--- src/rtl/tablet_pkg.sv ---
// Shared state encoding, BCD sizing and target validation for the tablet fill controller.
package tablet_pkg;

  localparam int BCD_W   = 4;
  localparam int BCD_MAX = 9;

  typedef enum logic [2:0] {
    ST_IDLE,
    ST_FILL,
    ST_CHANGE,
    ST_SETTLE,
    ST_DONE
  } state_t;

  // A usable target has two legal BCD digits and is not zero.
  function automatic logic bcd_valid(input logic [BCD_W-1:0] tens,
                                     input logic [BCD_W-1:0] ones);
    return (tens <= BCD_W'(BCD_MAX)) && (ones <= BCD_W'(BCD_MAX)) &&
           ({tens, ones} != '0);
  endfunction

endpackage

--- src/rtl/bcd2_counter.sv ---
// Two-digit BCD tablet counter; eq_target flags that the next increment lands on the target.
module bcd2_counter
  import tablet_pkg::*;
(
  input  logic             i_clk,
  input  logic             i_rst_n,
  input  logic             i_clr,
  input  logic             i_inc,
  input  logic [BCD_W-1:0] i_tgt_tens,
  input  logic [BCD_W-1:0] i_tgt_ones,
  output logic [BCD_W-1:0] o_tens,
  output logic [BCD_W-1:0] o_ones,
  output logic             o_eq_target
);

  logic [BCD_W-1:0] r_tens;
  logic [BCD_W-1:0] r_ones;
  logic [BCD_W-1:0] w_next_tens;
  logic [BCD_W-1:0] w_next_ones;

  always_comb begin
    w_next_tens = r_tens;
    w_next_ones = r_ones + BCD_W'(1);
    if (r_ones == BCD_W'(BCD_MAX)) begin
      w_next_ones = '0;
      w_next_tens = r_tens + BCD_W'(1);
    end
  end

  // Compared against the incremented value so the FSM can leave FILL on the same edge.
  assign o_eq_target = ({w_next_tens, w_next_ones} == {i_tgt_tens, i_tgt_ones});

  always_ff @(posedge i_clk or negedge i_rst_n) begin
    if (!i_rst_n) begin
      r_tens <= '0;
      r_ones <= '0;
    end else if (i_clr) begin
      r_tens <= '0;
      r_ones <= '0;
    end else if (i_inc) begin
      r_tens <= w_next_tens;
      r_ones <= w_next_ones;
    end
  end

  assign o_tens = r_tens;
  assign o_ones = r_ones;

endmodule

--- src/rtl/tablet_fill_ctrl.sv ---
// Per-bottle tablet fill controller: counts drops, gates tablets, strobes bottle change.
// Define TABLET_DEBOUNCE_EN to debounce the synchronised tablet sensor.
module tablet_fill_ctrl
  import tablet_pkg::*;
#(
  parameter int CHANGE_CYCLES   = 4,
  parameter int SETTLE_CYCLES   = 16,
  parameter int DEBOUNCE_CYCLES = 8
) (
  input  logic             i_clk,
  input  logic             i_reset_n,
  input  logic             i_start,
  input  logic             i_stop,
  input  logic             i_tablet,
  input  logic [BCD_W-1:0] i_target_tens,
  input  logic [BCD_W-1:0] i_target_ones,
  input  logic             i_pre_over,
  output logic [BCD_W-1:0] o_tab_tens,
  output logic [BCD_W-1:0] o_tab_ones,
  output logic             o_gate_open,
  output logic             o_change,
  output logic             o_busy,
  output logic             o_done,
  output logic             o_spill
);

  // One interval-counter width covers the change, settle and debounce timers.
  localparam int LONG_CS = (CHANGE_CYCLES > SETTLE_CYCLES) ? CHANGE_CYCLES : SETTLE_CYCLES;
  localparam int LONGEST = (LONG_CS > DEBOUNCE_CYCLES) ? LONG_CS : DEBOUNCE_CYCLES;
  localparam int TW      = $clog2(LONGEST + 1);

  state_t           r_state;
  state_t           w_next_state;
  logic [TW-1:0]    r_timer;
  logic [1:0]       r_tab_sync;
  logic [1:0]       r_pre_sync;
  logic             r_tab_prev;
  logic             w_tab_level;
  logic             w_tab_pulse;
  logic [BCD_W-1:0] r_tgt_tens;
  logic [BCD_W-1:0] r_tgt_ones;
  logic             r_spill;
  logic             r_change;
  logic             r_gate;
  logic             w_start_ok;
  logic             w_accept;
  logic             w_cnt_clr;
  logic             w_cnt_inc;
  logic             w_eq_target;
  logic             w_spill_set;

  always_ff @(posedge i_clk or negedge i_reset_n) begin
    if (!i_reset_n) begin
      r_tab_sync <= '0;
      r_pre_sync <= '0;
    end else begin
      r_tab_sync <= {r_tab_sync[0], i_tablet};
      r_pre_sync <= {r_pre_sync[0], i_pre_over};
    end
  end

`ifdef TABLET_DEBOUNCE_EN
  logic          r_deb_level;
  logic [TW-1:0] r_deb_cnt;

  always_ff @(posedge i_clk or negedge i_reset_n) begin
    if (!i_reset_n) begin
      r_deb_level <= 1'b0;
      r_deb_cnt   <= '0;
    end else if (r_tab_sync[1] != r_deb_level) begin
      if (r_deb_cnt == TW'(DEBOUNCE_CYCLES - 1)) begin
        r_deb_level <= r_tab_sync[1];
        r_deb_cnt   <= '0;
      end else begin
        r_deb_cnt <= r_deb_cnt + TW'(1);
      end
    end else begin
      r_deb_cnt <= '0;
    end
  end

  assign w_tab_level = r_deb_level;
`else
  assign w_tab_level = r_tab_sync[1];
`endif

  always_ff @(posedge i_clk or negedge i_reset_n) begin
    if (!i_reset_n) r_tab_prev <= 1'b0;
    else            r_tab_prev <= w_tab_level;
  end

  assign w_tab_pulse = w_tab_level & ~r_tab_prev;
  assign w_start_ok  = i_start && bcd_valid(i_target_tens, i_target_ones);
  assign w_spill_set = w_tab_pulse && ((r_state == ST_CHANGE) || (r_state == ST_SETTLE));

  bcd2_counter u_counter (
    .i_clk       (i_clk),
    .i_rst_n     (i_reset_n),
    .i_clr       (w_cnt_clr),
    .i_inc       (w_cnt_inc),
    .i_tgt_tens  (r_tgt_tens),
    .i_tgt_ones  (r_tgt_ones),
    .o_tens      (o_tab_tens),
    .o_ones      (o_tab_ones),
    .o_eq_target (w_eq_target)
  );

  always_comb begin
    w_next_state = r_state;
    w_cnt_clr    = 1'b0;
    w_cnt_inc    = 1'b0;
    w_accept     = 1'b0;
    case (r_state)
      ST_IDLE, ST_DONE: begin
        if (w_start_ok) begin
          w_next_state = ST_FILL;
          w_cnt_clr    = 1'b1;
          w_accept     = 1'b1;
        end
      end
      ST_FILL: begin
        if (w_tab_pulse) begin
          w_cnt_inc = 1'b1;
          if (w_eq_target) w_next_state = ST_CHANGE;
        end
      end
      ST_CHANGE: begin
        if (r_timer == TW'(CHANGE_CYCLES - 1)) w_next_state = ST_SETTLE;
      end
      ST_SETTLE: begin
        if (r_timer == TW'(SETTLE_CYCLES - 1)) begin
          if (r_pre_sync[1]) begin
            w_next_state = ST_DONE;
          end else begin
            w_next_state = ST_FILL;
            w_cnt_clr    = 1'b1;
          end
        end
      end
      default: w_next_state = ST_IDLE;
    endcase
    // Stop overrides everything, including a simultaneous start, and freezes the count.
    if (i_stop) begin
      w_next_state = ST_IDLE;
      w_cnt_clr    = 1'b0;
      w_cnt_inc    = 1'b0;
      w_accept     = 1'b0;
    end
  end

  always_ff @(posedge i_clk or negedge i_reset_n) begin
    if (!i_reset_n) begin
      r_state    <= ST_IDLE;
      r_timer    <= '0;
      r_tgt_tens <= '0;
      r_tgt_ones <= '0;
      r_spill    <= 1'b0;
      r_change   <= 1'b0;
      r_gate     <= 1'b0;
    end else begin
      r_state <= w_next_state;
      if ((w_next_state != r_state) || !((r_state == ST_CHANGE) || (r_state == ST_SETTLE)))
        r_timer <= '0;
      else
        r_timer <= r_timer + TW'(1);
      if (w_accept) begin
        r_tgt_tens <= i_target_tens;
        r_tgt_ones <= i_target_ones;
      end
      if (w_accept)         r_spill <= 1'b0;
      else if (w_spill_set) r_spill <= 1'b1;
      r_change <= (w_next_state == ST_CHANGE);
      r_gate   <= (w_next_state == ST_FILL);
    end
  end

  assign o_gate_open = r_gate;
  assign o_change    = r_change;
  assign o_spill     = r_spill;
  assign o_busy      = (r_state == ST_FILL) || (r_state == ST_CHANGE) || (r_state == ST_SETTLE);
  assign o_done      = (r_state == ST_DONE);

endmodule

--- config.mk ---
export PLATFORM = sky130hd
export DESIGN_NAME = tablet_fill_ctrl
export DESIGN_NICKNAME = d
export VERILOG_FILES = /design/src/rtl/tablet_pkg.sv /design/src/rtl/bcd2_counter.sv /design/src/rtl/tablet_fill_ctrl.sv
export SDC_FILE = /design/constraint.sdc
export NUM_CORES = 1
export LEC_CHECK = 0
export ABC_CLOCK_PERIOD_IN_PS = 4470
export BUFFER_PORTS_ARGS = -buffer_cell sky130_fd_sc_hd__buf_2
export CORE_AREA = 2 2 64 72
export CTS_CLUSTER_DIAMETER = 150
export DETAILED_ROUTE_END_ITERATION = 6
export DIE_AREA = 0 0 66 74
export PLACE_DENSITY = 0.73
export SLEW_MARGIN = 25
export SYNTH_ARGS = -nofsm -noshare
export SYNTH_HDL_FRONTEND = slang
export SYNTH_HIERARCHICAL = 1
export SYNTH_SLANG_ARGS = --single-unit
--- constraint.sdc ---
create_clock -name i_clk -period 4.47 [get_ports i_clk]
set_input_delay 0.2235 -clock i_clk [delete_from_list [all_inputs] [get_ports i_clk]]
set_output_delay 0.2235 -clock i_clk [all_outputs]
set_load 0.1 [all_outputs]
==> impl_metrics.toml <==
[run_status]
status = "finished clean"

[layout]
fillers = 420
nets = 213
areaGrowthSynthToFinish_pct = 13.7
n_antenna_cell = 0
design_area_um2 = 2040
fin_util_pct = 48.7
drive_gt1_share_pct = 26.9

[sta]
min_period_ns = 2.65
max_freq_ghz = 0.377
maxSlewViolCount = 0
rsz0062_at_grt = "no"
fin_worst_skew_ns = 0.00665
tightest_slew_ns = 0.686
setup_tns_ns = 0
hold_viol_final = 0
finalSetupViolCount = 0
period_share_pct = 59.3
slew_headroom_pct = 54.2

[yosys]
synth-main-ff-cell = "dfrtp_1"
avgSynthCellArea_um2 = 10.7
synth.distinct_cells = 45
synth_area_um2 = 1790
synth_edf_count = 0
syn_nets = 184
async_flop_share_pct = 100
ys_warn_count = 6
ys_ff_latch = 32
syn_inst = 167
ys_seq_area_share_pct = 44.6

[hold_path]
whs_endpoint = "r_pre_sync[0]"
hold-path-cell-count = 1
min-delay-start = "i_pre_over"
hold_path.class = "in2reg"

[route]
vias = 1293
drtIter0Drc = 55
drt_pass1_iterations = 4
drt_wl_total_um = 3350
viasPerCell = 5.15
drt-wirelength-per-cell_um = 13.4
drc = 0
drtAntennaViolNets = 0

[critical_path]
critical_path_class = "reg2reg"
r2r-start = "u_counter/o_ones[1]"
crit_arrival_ns = 2.83
cp_slowest_stage_delay_ns = 0.53
endpoint_kind = "register"
ff2ff_setup_slack_ns = 1.82
rr_endpoint = "o_gate_open"
cp_max_fo = 11
critPathLaunchType = "register"
cp_slowest_cell = "nor4bb_4"
crit_chain = "nor4bb_4, mux2i_1, xor2_1, nand3_1, nor4_2, and3b_1, a22oi_1, nor3_1, and4b_1"
required_ns = 4.64
r2r_cells = 9

[grt]
grt_pass1_vias = 1335
grt-ovfl-total = 0
antenna_found_initial = 0
grt_pass1_wl_um = 6020
grt.total_usage_pct = 16.5
grt_max_degree = 33

[clock_tree]
clock_latency_ns = 0.29
cts.path.max_buffers = 2
htree_levels = 2
cts_sinks = 32
root_buffer = "clkbuf_8"
clkTransAtPathRegs_ns = 0.06
cts_tree = "yes"
cts_buffers = 5
postCtsSetupBuffers = 0

[flow_run]
drv_cap = 0

[place]
dpl-instance-area_um2 = 1940
place_congestion = 0.856
io_buffers = 26
dp_hpwl_um = 2510

[floorplanning]
pin_count = 27
placementRows = 25
core_um2 = 4190
die_w_um = 66
die_y_um = 74
start_util_pct = 42.8
die-area_um2 = 4880

[power]
leakage_nw = 0.911
total_power_mw = 0.725
irDropWorstVdd_v = 0.000227
power.density_nw_per_um2 = 355
metrics by stage:
step                      cells  hold slack (ns)  setup WS, ns
after floorplan             167          -0.0721          1.50
after global placement      242            0.305          1.89
after detailed placement    242            0.310          1.78
after CTS                   251           0.0307          1.81
after global routing        251           0.0219          1.62
final                       251           0.0440          1.82
worst max path at each step:
stage,from,endpoint,cells past startpoint
3_5_place_dp,u_counter/o_ones[1],o_gate_open,9
5_1_grt,u_counter/o_ones[1],o_gate_open,9
6_report,u_counter/o_ones[1],o_gate_open,9
3_3_place_gp,u_counter/o_ones[1],o_gate_open,9
2_1_floorplan,u_counter/o_ones[3],o_gate_open,10
4_1_cts,u_counter/o_ones[1],o_gate_open,9
power by group:
group | internal [mW] | leakage, nW | switching (mW)
clock | 0.123 | 0.0510 | 0.103
combinational | 0.0662 | 0.443 | 0.0857
sequential | 0.317 | 0.417 | 0.0310
flip-flops by register name, summed over array words and instances, names as in the netlist:
signal	flops
r_tab_prev	1
r_tgt_tens	4
r_state	3
r_pre_sync	2
r_tgt_ones	4
u_counter/o_ones	4
o_change	1
r_timer	5
u_counter/o_tens	4
r_tab_sync	2
o_gate_open	1
o_spill	1
layout by cell type, fill, tap and decap left out, drive strengths merged, types with 3 or more instances in the layout:
| cell | synthesis | layout |
|---|---|---|
| nand3 | 9 | 9 |
| o21ai | 11 | 11 |
| buf | 5 | 27 |
| ha | 3 | 3 |
| nor4 | 3 | 3 |
| and2 | 3 | 3 |
| inv | 5 | 5 |
| nor2b | 5 | 5 |
| a211oi | 4 | 4 |
| xor2 | 6 | 6 |
| xnor2 | 8 | 8 |
| nor3 | 4 | 4 |
| nor2 | 16 | 16 |
| nand2 | 9 | 9 |
| a21oi | 5 | 5 |
| clkbuf | 1 | 6 |
| nand2b | 7 | 7 |
| mux2 | 8 | 8 |
| dfrtp | 32 | 32 |
cell type report:
cell class / instances / area [µm²] / area share (%)
timing repair buffer: 28 / 148 / 7.23
inverter: 5 / 18.8 / 0.920
clock inverter: 2 / 10.0 / 0.490
tap: 54 / 67.6 / 3.31
sequential: 32 / 801 / 39.2
clock buffer: 6 / 82.6 / 4.05
multi-input combinational: 124 / 913 / 44.8
worst max-delay path: cells and delay by family, from the launching register on:
kind | cells | cell delay [ns]
multiplexers | 1 | 0.27
AO/OA/AOI/OAI | 1 | 0.11
XOR/XNOR | 1 | 0.15
AND/OR/NAND/NOR | 6 | 1.50
flip-flops | 1 | 0.51
Yosys cell counts, types with 2 or more instances:
cell | count | area share (%)
mux2_4 | 8 | 6.7
nor4_2 | 2 | 1.4
inv_1 | 5 | 1.0
buf_6 | 3 | 1.9
nand2b_1 | 7 | 2.4
xor2_1 | 6 | 2.9
xnor2_1 | 8 | 3.9
nor2_1 | 16 | 3.3
a21oi_1 | 5 | 1.4
o31ai_1 | 2 | 0.84
o211ai_1 | 2 | 0.84
and2_1 | 3 | 1.0
o21ai_1 | 3 | 0.84
and3b_1 | 2 | 0.98
nand2_1 | 9 | 1.9
a211oi_1 | 4 | 1.7
ha_1 | 3 | 2.1
nor2b_1 | 5 | 1.7
and3_1 | 2 | 0.70
dfrtp_1 | 32 | 45
o21ai_0 | 6 | 1.7
nand3_1 | 9 | 2.5
nor3_1 | 3 | 0.84
timing repair:
item,CTS,global route
endpoints found under the hold margin,21,0
hold buffers,1,0
gates resized for setup,0,0
cells by family after synthesis:
group | Yosys count | synth area share, %
AOI/OAI and AO/OA | 29 | 11.1
xor gates and xnor gates | 14 | 6.83
and+or+nand+nor | 69 | 23.6
muxes | 9 | 7.25
DFF | 32 | 44.6
buffers and inverters | 11 | 4.46
adders and majority gates | 3 | 2.09
metal layers:
metal / share of wire, % / global-route usage [%] / up-vias
met5: 0 / 0 / -
met3: 4.6 / 4.69 / 5
met4: 1.9 / 8.39 / 0
met1: 47 / 20.3 / 616
li1: - / - / 646
met2: 47 / 26.7 / 26
Power figures use the tool's default switching activity.
